File: config.mk
export PLATFORM = sky130hd
export DESIGN_NAME = multi_8_flat
export DESIGN_NICKNAME = d
export VERILOG_FILES = /design/src/rtl/multi_8_pkg.sv /design/src/rtl/multi_8_if.sv /design/src/rtl/multi_8_full_adder.sv /design/src/rtl/multi_8.sv /design/src/flat_wrapper.sv
export SDC_FILE = /design/constraint.sdc
export NUM_CORES = 1
export LEC_CHECK = 0
export CAP_MARGIN = 20
export CORE_MARGIN = 1.5
export CORE_UTILIZATION = 44
export DETAILED_ROUTE_END_ITERATION = 12
export PLACE_DENSITY = 0.71
export SLEW_MARGIN = 20
export SYNTH_ARGS = -nofsm -noshare
export SYNTH_HDL_FRONTEND = slang
export SYNTH_HIERARCHICAL = 1
export SYNTH_SLANG_ARGS = --single-unit
File: constraint.sdc
create_clock -name clk -period 0.8 [get_ports clk]
set_input_delay 0.16 -clock clk [delete_from_list [all_inputs] [get_ports clk]]
set_output_delay 0.16 -clock clk [all_outputs]
set_load 0.01 [all_outputs]
File: src/rtl/multi_8_pkg.sv
// Shared constants for the 8x8 unsigned array multiplier.
//   OP_W   : operand width (a, b)
//   PROD_W : product width (o)
package multi_8_pkg;
    localparam int OP_W   = 8;
    localparam int PROD_W = 16;
endpackage : multi_8_pkg

File: src/rtl/multi_8_if.sv
// Operand/product bundle for multi_8.
//   a : multiplicand, unsigned, OP_W bits
//   b : multiplier, unsigned, OP_W bits
//   o : registered product, PROD_W bits
// master drives the operands and observes the product; slave is the multiplier.
interface multi_8_if;
    import multi_8_pkg::*;

    logic [OP_W-1:0]   a;
    logic [OP_W-1:0]   b;
    logic [PROD_W-1:0] o;

    modport master (output a, output b, input o);
    modport slave  (input a, input b, output o);
endinterface : multi_8_if

File: src/rtl/multi_8_full_adder.sv
// One-bit full adder cell used to build the multiplier array.
//   x, y, cin : addend bits and carry in
//   s, cout   : sum and carry out
// Half-adder positions reuse this cell with cin tied low.
module full_adder (
    input  logic x,
    input  logic y,
    input  logic cin,
    output logic s,
    output logic cout
);
    assign s    = x ^ y ^ cin;
    assign cout = (x & y) | (cin & (x ^ y));
endmodule : full_adder

File: src/rtl/multi_8.sv
// 8x8 unsigned array multiplier with a registered 16-bit product.
//   clk     : clock, product loaded on every rising edge
//   rst_n   : asynchronous active-low reset, clears the product
//   bus.a   : multiplicand (slave modport input)
//   bus.b   : multiplier   (slave modport input)
//   bus.o   : registered product a*b, one cycle latency
// The array is carry-save: seven rows of adder cells, each row folding one
// partial-product row into the running sum/carry vectors, followed by a
// ripple carry-propagate stage that resolves the upper product bits.
module multi_8
    import multi_8_pkg::*;
(
    input  logic       clk,
    input  logic       rst_n,
    multi_8_if.slave   bus
);

    logic [OP_W-1:0][OP_W-1:0] pp;     // pp[i][j] = a[j] & b[i], weight i+j
    logic [PROD_W-1:0]         prod;
    logic [PROD_W-1:0]         o_d;
    logic [PROD_W-1:0]         o_q;

    genvar gi, gj;

    for (gi = 0; gi < OP_W; gi++) begin : g_pp
        assign pp[gi] = bus.a & {OP_W{bus.b[gi]}};
    end

    assign prod[0] = pp[0][0];

    // Cell (i,j) has weight i+j. Its x input is the previous row's sum one
    // position up; the top cell instead takes the previous row's MSB
    // partial product, which no earlier cell has consumed.
    for (gi = 1; gi < OP_W; gi++) begin : g_row
        logic [OP_W-2:0] s;
        logic [OP_W-2:0] c;
        for (gj = 0; gj < OP_W-1; gj++) begin : g_cell
            logic x_in;
            logic cin_in;
            if (gi == 1) begin : g_first
                assign x_in   = pp[0][gj+1];
                assign cin_in = 1'b0;
            end else begin : g_inner
                if (gj < OP_W-2) begin : g_sum
                    assign x_in = g_row[gi-1].s[gj+1];
                end else begin : g_msb
                    assign x_in = pp[gi-1][OP_W-1];
                end
                assign cin_in = g_row[gi-1].c[gj];
            end
            full_adder u_fa (
                .x    (x_in),
                .y    (pp[gi][gj]),
                .cin  (cin_in),
                .s    (s[gj]),
                .cout (c[gj])
            );
        end
        assign prod[gi] = s[0];
    end

    // Carry-propagate stage: merges the last row's sums and carries into
    // product bits OP_W..PROD_W-1.
    for (gj = 0; gj < OP_W-1; gj++) begin : g_cpa
        logic x_in;
        logic cin_in;
        logic co;
        if (gj < OP_W-2) begin : g_sum
            assign x_in = g_row[OP_W-1].s[gj+1];
        end else begin : g_msb
            assign x_in = pp[OP_W-1][OP_W-1];
        end
        if (gj == 0) begin : g_lsb
            assign cin_in = 1'b0;
        end else begin : g_chain
            assign cin_in = g_cpa[gj-1].co;
        end
        full_adder u_fa (
            .x    (x_in),
            .y    (g_row[OP_W-1].c[gj]),
            .cin  (cin_in),
            .s    (prod[OP_W+gj]),
            .cout (co)
        );
    end

    assign prod[PROD_W-1] = g_cpa[OP_W-2].co;

    assign o_d = prod;

    always_ff @(posedge clk or negedge rst_n) begin
        if (!rst_n) begin
            o_q <= '0;
        end else begin
            o_q <= o_d;
        end
    end

    assign bus.o = o_q;

endmodule : multi_8

File: src/flat_wrapper.sv
// flat-port wrapper written by rule: the top's interface ports become plain ports
module multi_8_flat import multi_8_pkg::*;
  (clk, rst_n, bus_a, bus_b, bus_o);
  multi_8_if bus_i ();
  input  logic clk;
  input  logic rst_n;
  input wire logic [$bits(bus_i.a)-1:0] bus_a;
  input wire logic [$bits(bus_i.b)-1:0] bus_b;
  output wire logic [$bits(bus_i.o)-1:0] bus_o;
  assign bus_i.a = bus_a;
  assign bus_i.b = bus_b;
  assign bus_o = bus_i.o;
  multi_8 u_core (.clk(clk), .rst_n(rst_n), .bus(bus_i));
endmodule
Word-level counts from Yosys, hierarchy flattened:

Cells that the tools add are included.

* memory bits (writable): 0
* word-level logic and storage cells: 265
* bits in read-only memories: 0
* memories kept: 0
* input bits: 18
* output and inout bits: 16
* bits in latches: 0
* register bits after elaboration: 16

* order comparisons: 0
* add/subtract/negate cells: 0
* multiplexer cells: 0
* multiply operators: 0
* divide/modulo/power cells: 0
* equality and inequality tests: 0
* bitwise logic cells: 264
* reductions and logical operators: 0
* shift operators: 0

Operator list (count)
* 1-bit AND: 104
* 1-bit XOR: 104
* 8-bit AND: 8
* 1-bit OR: 48

Logic depth before layout (Yosys ltp):

Gate-level depths: netlist (run 1).

* depth after elaboration: 28
* depth in mapped cells: 15

By module:

The synthesis (run 1) kept the hierarchy.

Modules (own cells, without submodules)
* full_adder: sequential area each 0.0 µm², area an instance 20.0 µm², cells an instance 1, instances 56
* multi_8: sequential area each 400.4 µm², area an instance 804.5 µm², cells an instance 81, instances 1

Worst setup path after synthesis (run 1):

No wires, ideal clock.

* path kind: input-to-reg
* from: in bus_b[1]
* to: reg u_core.o_q[14], in the netlist u_core/bus.o[14]
* stages on the path: 15
* path slack: -5773 ps
* arrival time: 6437 ps
* data required time: 664 ps
* cell sequence: and2_1 fa_1 fa_1 fa_1 fa_1 fa_1 fa_1 fa_1 fa_1 fa_1 fa_1 fa_1 fa_1 fa_1 fa_1

* word-level cells in the longest chain between the ends: 27
* elaborated cells on any way between the ends: 231
* classes of those cells: bitwise: 231

RTL lines
* start: declaration: RTL line flat_wrapper.sv:8 `input wire logic [$bits(bus_i.b)-1:0] bus_b;`
* 8-bit AND *: RTL line multi_8.sv:26 `assign pp[gi] = bus.a & {OP_W{bus.b[gi]}};`
* 1-bit XOR *: RTL line multi_8_full_adder.sv:12 `assign s = x ^ y ^ cin;`
* named net u_core.g_row[1].s[6]: RTL line multi_8.sv:35 `logic [OP_W-2:0] s;`
* 1-bit XOR * (2 in a row): RTL line multi_8_full_adder.sv:12
* named net u_core.g_row[2].s[5]: RTL line multi_8.sv:35
* 1-bit XOR * (2 in a row): RTL line multi_8_full_adder.sv:12
* named net u_core.g_row[3].s[4]: RTL line multi_8.sv:35
* 1-bit XOR * (2 in a row): RTL line multi_8_full_adder.sv:12
* named net u_core.g_row[4].s[3]: RTL line multi_8.sv:35
* [2 not listed]
* named net u_core.g_row[5].s[2]: RTL line multi_8.sv:35
* [2 not listed]
* named net u_core.g_row[6].s[1]: RTL line multi_8.sv:35
* [3 not listed]
* named net u_core.g_row[7].c[0]: RTL line multi_8.sv:36 `logic [OP_W-2:0] c;`
* [1 not listed]
* named net u_core.g_cpa[0].co: RTL line multi_8.sv:67 `logic co;`
* [2 not listed]
* named net u_core.g_cpa[1].co: RTL line multi_8.sv:67
* [2 not listed]
* named net u_core.g_cpa[2].co: RTL line multi_8.sv:67
* [2 not listed]
* named net u_core.g_cpa[3].co: RTL line multi_8.sv:67
* 1-bit AND *: RTL line multi_8_full_adder.sv:13 `assign cout = (x & y) | (cin & (x ^ y));`
* 1-bit OR *: RTL line multi_8_full_adder.sv:13
* named net u_core.g_cpa[4].co: RTL line multi_8.sv:67
* 1-bit AND *: RTL line multi_8_full_adder.sv:13
* 1-bit OR *: RTL line multi_8_full_adder.sv:13
* named net u_core.g_cpa[5].co: RTL line multi_8.sv:67
* 1-bit XOR *: RTL line multi_8_full_adder.sv:12
* named net u_core.o_d[14]: RTL line multi_8.sv:20 `logic [PROD_W-1:0] o_d;`
* end signal: assignment: RTL line multi_8.sv:93 `o_q <= '0;`
* end signal: assignment: RTL line multi_8.sv:95 `o_q <= o_d;`
* end: declaration: RTL line multi_8.sv:21 `logic [PROD_W-1:0] o_q;`

The timed path passes the listed nets; every way through them passes the cells marked *.

Final worst setup path (run 1):

* from: in bus_b[0]
* to: reg u_core.o_q[14], in the netlist u_core/bus.o[14]

* word-level cells in the longest chain between the ends: 27
* elaborated cells on any way between the ends: 229
* classes of those cells: bitwise: 229

RTL lines
* 8-bit AND *: RTL line multi_8.sv:26
* named net u_core.g_row[1].g_cell[6].x_in: RTL line multi_8.sv:38 `logic x_in;`
* 1-bit XOR *: RTL line multi_8_full_adder.sv:12
* named net u_core.g_row[1].s[6]: RTL line multi_8.sv:35
* 1-bit XOR * (2 in a row): RTL line multi_8_full_adder.sv:12
* named net u_core.g_row[2].s[5]: RTL line multi_8.sv:35
* 1-bit XOR * (2 in a row): RTL line multi_8_full_adder.sv:12
* named net u_core.g_row[3].s[4]: RTL line multi_8.sv:35
* [2 not listed]
* named net u_core.g_row[4].s[3]: RTL line multi_8.sv:35
* [2 not listed]
* named net u_core.g_row[5].s[2]: RTL line multi_8.sv:35
* [2 not listed]
* named net u_core.g_row[6].s[1]: RTL line multi_8.sv:35
* [3 not listed]
* named net u_core.g_row[7].c[0]: RTL line multi_8.sv:36
* [1 not listed]
* named net u_core.g_cpa[0].co: RTL line multi_8.sv:67
* [2 not listed]
* named net u_core.g_cpa[1].co: RTL line multi_8.sv:67
* [2 not listed]
* named net u_core.g_cpa[2].co: RTL line multi_8.sv:67
* [2 not listed]
* named net u_core.g_cpa[3].co: RTL line multi_8.sv:67
* 1-bit AND *: RTL line multi_8_full_adder.sv:13
* 1-bit OR *: RTL line multi_8_full_adder.sv:13
* named net u_core.g_cpa[4].co: RTL line multi_8.sv:67
* 1-bit AND *: RTL line multi_8_full_adder.sv:13
* 1-bit OR *: RTL line multi_8_full_adder.sv:13
* named net u_core.g_cpa[5].co: RTL line multi_8.sv:67
* 1-bit XOR *: RTL line multi_8_full_adder.sv:12
* named net u_core.o_d[14]: RTL line multi_8.sv:20

Marked as above.

==> summary.txt, run 1 <==
Global routing
  • Initial antenna violation count: 0
  • Global-route usage over all layers: 16.4%
  • Number of global-route vias before repair: 1456
  • Largest net degree at the start of global routing: 17
  • First-pass GRT wire length: 6.22 mm
  • GRT overflow: 0

Routing
  • Via count: 1158
  • DRC violations left: 0
  • Pre-Repair DR Iteration Count: 4
  • Initial DRC Count: 14
  • Routed wire per std cell: 13.9 µm
  • Final wirelength: 3.45 mm
  • Final ANT Viol Nets: 0
  • Vias/cell: 4.67

Floorplanning
  • I/O pin cnt: 34
  • Row count: 23
  • Initial Util: 46.8%
  • Die Ht: 69.2 µm
  • Die W: 69.2 µm
  • Die area: 0.00478 mm²
  • Core area: 0.00412 mm²

Cells and area
  • Max reg flops: 16
  • Layout cells sized above 1: 44.9%
  • Final instance area: 0.00256 mm²
  • Layout fillers: 339
  • Area grow syn2layout: 33.1%
  • N_diodes: 0
  • Layout Cells excl Fill: 248
  • Most frequent cells in the layout: 52 x and2_1, 34 x fa_2, 22 x fa_1
  • # nets final: 273
  • Most common cell after layout, fill and taps aside: and2_1
  • Util after Layout: 62.3%

Clock network
  • CTS H-Tree Depth: 1
  • CTS clock-pin slew for the worst setup and hold paths: 0.06 ns
  • Root Buffer: clkbuf_8
  • Clk sink count: 16
  • CTS tree: done
  • Clock tree buffer depth: 2
  • Hold buffers post-CTS: 0
  • CTS buffer count: 3

Critical path
  • Worst EP required: 0.92 ns
  • CP arrival: 6.28 ns
  • Largest fanout on the critical path: 3
  • Setup crit start kind: input port
  • Critical path class: in2reg
  • Setup crit end kind: register

Run status
  • Failing checks: setup timing
  • Outcome: finished, violations left

Pwr
  • Peak VDD IR: 1.34 mV
  • Post-layout power: 0.00632 W
  • Leak: 1.12 nW
  • Power per cell area: 2470 mW/mm²

STA
  • RSZ-0062 raised after global routing: true
  • Hold Fails Final Rpt: 0
  • Max frequency: 0.162 GHz
  • Final setup viols: 31
  • PnR worst setup slack: -5.36 ns
  • Pins Over Slew Limit: 0
  • Tcrit/Tclk final: 770%
  • Min Tclk post-route: 6.16 ns

Yosys
  • Synth warnings: 6
  • Sequential share of the synthesized area: 20.8%
  • Syn Inst Count: 137
  • Synthesized flop and latch total: 16
  • Mapped Area: 0.00193 mm²
  • Mean Syn Cell Area: 14.1 µm²
  • Count of different cell masters after synthesis: 4

Place
  • HPWL Detailed: 3.12 mm
  • Port bufs: 33
  • Final Wtd Congestion: 0.798
  • Placed cell areas: 0.00255 mm²
  • Cells after DPL: 243

Worst hold path
  • Worst Hold Class: in2async

Job
  • Max Cap Violations: 0
## synthesized netlist by cell type
| master | count | area share [%] |
|---|---|---|
| conb_1 | 1 | 0.19 |
| and2_1 | 64 | 21 |
| fa_1 | 56 | 58 |
| dfrtp_1 | 16 | 21 |
## critical path: stages
cell and delay, ns:
buf_8 0.10, and2_4 0.15, fa_2 0.55, fa_2 0.44, fa_2 0.55, fa_2 0.44, fa_2 0.55, fa_2 0.45
fa_2 0.35, fa_2 0.34, fa_2 0.35, fa_2 0.35, fa_2 0.35, fa_2 0.35, fa_2 0.35, fa_1 0.45
## logic make-up (layout without fill, tap and decap cells)
group                    Yosys count  count (layout)  share of synthesized area, %
adder cells (fa/ha/maj)           56              56                          58.2
flip-flops                        16              16                          20.8
AND/OR/NAND/NOR                   64              64                          20.8
buffers and inverters              0              54                             0
other                              1               8                         0.195
## power by group
part | switching [W] | internal [W] | leakage, nW | total (W)
Combinational | 0.00212 | 0.00220 | 0.897 | 0.00431
Sequential | 0.0000688 | 0.00125 | 0.191 | 0.00132
Clock | 0.000254 | 0.000435 | 0.0288 | 0.000689
## through the flow
stage                     setup slack (ns)  TNS, ns  hold WS (ns)
after floorplan                      -5.35   -46.46        -0.136
after global placement               -5.93   -59.02         0.509
after detailed placement             -6.03   -59.83         0.505
after CTS                            -5.63   -49.87         0.234
after global routing                 -5.49   -49.54         0.237
final                                -5.36   -48.02         0.240
## layer usage
layer | part of all wire [%] | wire length (µm) | global-route usage, % | vias to the layer above
li1 | - | - | - | 524
met1 | 36 | 1250 | 17.4 | 610
met2 | 61 | 2110 | 33.3 | 24
met3 | 2.4 | 83 | 2.05 | 0
met4 | 0 | 0 | 4.58 | 0
met5 | 0 | 0 | 0 | -
## final cells by class
| class | instances | area (µm²) | share of cell area, % |
|---|---|---|---|
| repair buffers | 50 | 378 | 14.7 |
| clock buffers | 4 | 55.1 | 2.15 |
| well taps | 50 | 62.6 | 2.44 |
| flip-flops and latches | 16 | 400 | 15.6 |
| multi-input cells | 128 | 1670 | 65.0 |
## final timing paths
path	cells after the start	slack, ns	from	end
hold / removal	2	0.24	rst_n	u_core/bus.o[7]
setup / recovery	16	-5.36	bus_b[0]	u_core/bus.o[14]
max in group asynchronous	2	0.44	rst_n	u_core/bus.o[3]
min in group clk	3	0.29	bus_b[0]	u_core/bus.o[0]
## timing repair
action	4_1_cts	5_1_grt
hold endpoints to repair	0	0
gates resized for setup	114	3
setup buffers	1	0
pin swaps	24	15
endpoints found under the setup margin	32	31
Power figures use the tool's default switching activity.
==> run 2, diff against run 1 <==
--- a/config.mk
+++ b/config.mk
@@ -12,2 +12,3 @@
 export PLACE_DENSITY = 0.71
+export SETUP_SLACK_MARGIN = 0.02
 export SLEW_MARGIN = 20
--- a/constraint.sdc
+++ b/constraint.sdc
@@ -3,2 +3,2 @@
 set_output_delay 0.16 -clock clk [all_outputs]
-set_load 0.01 [all_outputs]
+set_load 0.05 [all_outputs]
==> summary.txt, run 2 (synthesis results as in run 1) <==
Critical path
  • Setup crit start kind: input port
  • Critical path class: in2reg
  • Critical path, cell by cell: buf_8 > and2_4 > fa_2 > fa_2 > fa_2 > fa_2 > fa_2 > fa_1 > fa_1 > fa_2 > fa_2 > fa_2 > fa_2 > fa_2 > fa_2 > fa_1
  • Largest fanout on the critical path: 3 (unchanged)
  • Setup crit end kind: register
  • Slowest stage cell, crit path: fa_2
  • CP max stage delay: 0.55 ns (about the same)
  • Most used cell, CP: fa_2
  • CP arrival: 6.27 ns (about the same)
  • Worst EP required: 0.92 ns (about the same)

Routing
  • Vias/cell: 4.83 (+3.5%)
  • Via count: 1194 (+3.1%)
  • Initial DRC Count: 22 (+8)
  • Pre-Repair DR Iteration Count: 5 (+1)
  • Final wirelength: 3.70 mm (+7.5%)
  • Final ANT Viol Nets: 0 (unchanged)
  • Routed wire per std cell: 15.0 µm (+7.9%)
  • DRC violations left: 0 (unchanged)

Cells and area
  • Multi-input gate area: 0.00167 mm² (unchanged)
  • Most frequent cells in the layout: 51 x and2_1, 33 x fa_2, 23 x fa_1
  • Max reg flops: 16 (unchanged)
  • Layout fillers: 298 (-12%)
  • FF/Latch Area: 400 µm² (unchanged)
  • N_diodes: 0 (unchanged)
  • Layout Cells excl Fill: 247 (-0.40%)
  • Layout cells sized above 1: 45.7% (+0.74 points)
  • # nets final: 272 (-0.37%)
  • Most common cell after layout, fill and taps aside: and2_1
  • Util after Layout: 67.8% (+5.6 points)
  • Area grow syn2layout: 45.0%

STA
  • PnR worst setup slack: -5.36 ns (+0.00385 ns)
  • Max frequency: 0.162 GHz (about the same)
  • RSZ-0062 raised after global routing: true
  • Pins Over Slew Limit: 0 (unchanged)
  • Hold Fails Final Rpt: 0 (unchanged)
  • Final setup viols: 31 (unchanged)
  • Tcrit/Tclk final: 770% (about the same)
  • Min Tclk post-route: 6.16 ns (-0.00385 ns)

Floorplanning
  • Row count: 23 (unchanged)
  • Die area: 0.00478 mm² (unchanged)
  • Initial Util: 46.8% (unchanged)
  • Core area: 0.00412 mm² (unchanged)
  • Die W: 69.2 µm (unchanged)
  • I/O pin cnt: 34 (unchanged)
  • Die Ht: 69.2 µm (unchanged)

Clock network
  • Root Buffer: clkbuf_8
  • CTS clock-pin slew for the worst setup and hold paths: 0.06 ns (about the same)
  • CTS buffer count: 3 (unchanged)
  • Hold buffers post-CTS: 0 (unchanged)
  • CTS tree: done
  • CTS H-Tree Depth: 1 (unchanged)
  • Clk sink count: 16 (unchanged)
  • Clock tree buffer depth: 2 (unchanged)

Global routing
  • Initial antenna violation count: 0 (unchanged)
  • Largest net degree at the start of global routing: 17 (unchanged)
  • Global-route usage over all layers: 17.6% (+1.2 points)
  • First-pass GRT wire length: 6.62 mm (+6.4%)
  • Number of global-route vias before repair: 1463 (+0.48%)
  • GRT overflow: 0 (unchanged)

Run status
  • Failing checks: setup timing
  • Outcome: finished, violations left

Place
  • HPWL Detailed: 3.20 mm (+2.7%)
  • Port bufs: 33 (unchanged)
  • Final Wtd Congestion: 0.765 (-4.2%)
  • Cells after DPL: 242 (-0.41%)

Pwr
  • Leak: 1.20 nW (+7.4%)
  • Peak VDD IR: 1.67 mV (+25%)
  • Post-layout power: 0.00871 W (+38%)
  • Power per cell area: 3120 mW/mm² (+26%)

Worst hold path
  • Hold depth: 2
  • End of the worst hold path: u_core/bus.o[0]
  • Worst Hold Class: in2reg
  • HP Start: bus_a[0]

Job
  • Max Cap Violations: 0 (unchanged)
[run 2: layer usage]
metal  vias to the layer above  global-route usage (%)  wire length (µm)
li1                        522                       -                 -
met1                       644                    20.5              1300
met2                        26                    34.1              2270
met3                         2                    2.34                97
met4                         0                    3.92                34
met5                         -                       0                 0
[run 2: worst max-delay path by stage]
stage             start               end  slack [ns]  cells past startpoint
2_1_floorplan  bus_b[1]  u_core/bus.o[14]       -5.35                     15
3_3_place_gp   bus_b[0]  u_core/bus.o[14]       -5.91                     16
3_5_place_dp   bus_b[0]  u_core/bus.o[14]       -6.01                     16
4_1_cts        bus_b[0]  u_core/bus.o[14]       -5.56                     16
5_1_grt        bus_b[0]  u_core/bus.o[14]       -5.51                     16
6_report       bus_b[0]  u_core/bus.o[14]       -5.36                     16
[run 2: layout make-up]
class	instances	share of cell area (%)
Multi-Input combinational cell	128	59.7
Tap cell	50	2.24
Timing Repair Buffer	49	21.7
Clock buffer	4	1.97
Sequential cell	16	14.3
[run 2: repair_timing]
| item | 4_1_cts | 5_1_grt |
|---|---|---|
| hold endpoints to repair | 0 | 0 |
| setup buffers | 1 | 0 |
| endpoints found under the setup margin | 32 | 31 |
| gates resized for setup | 49 | 5 |
| pin swaps | 29 | 20 |
| cloned | 0 | 0 |
[run 2: through the flow]
stage | hold WS, ns | setup slack (ns) | area (µm²) | TNS, ns
2_1_floorplan | -0.136 | -5.35 | 2030 | -46.46
3_3_place_gp | 0.509 | -5.91 | 2710 | -55.87
3_5_place_dp | 0.510 | -6.01 | 2710 | -56.42
4_1_cts | 0.246 | -5.56 | 2790 | -50.36
5_1_grt | 0.217 | -5.51 | 2790 | -50.82
6_report | 0.195 | -5.36 | 2790 | -49.22
[run 2: critical path, delay by kind of cell]
family | cells | cell delay, ns
simple gates | 1 | 0.15
buf+inv | 1 | 0.10
fa+ha+maj | 14 | 5.84
[run 2: where the power goes]
group	switching (W)	total [W]	internal (W)
clock	0.000257	0.000693	0.000436
combinational	0.00319	0.00647	0.00328
sequential	0.000287	0.00155	0.00126
total	0.00374	0.00871	0.00497
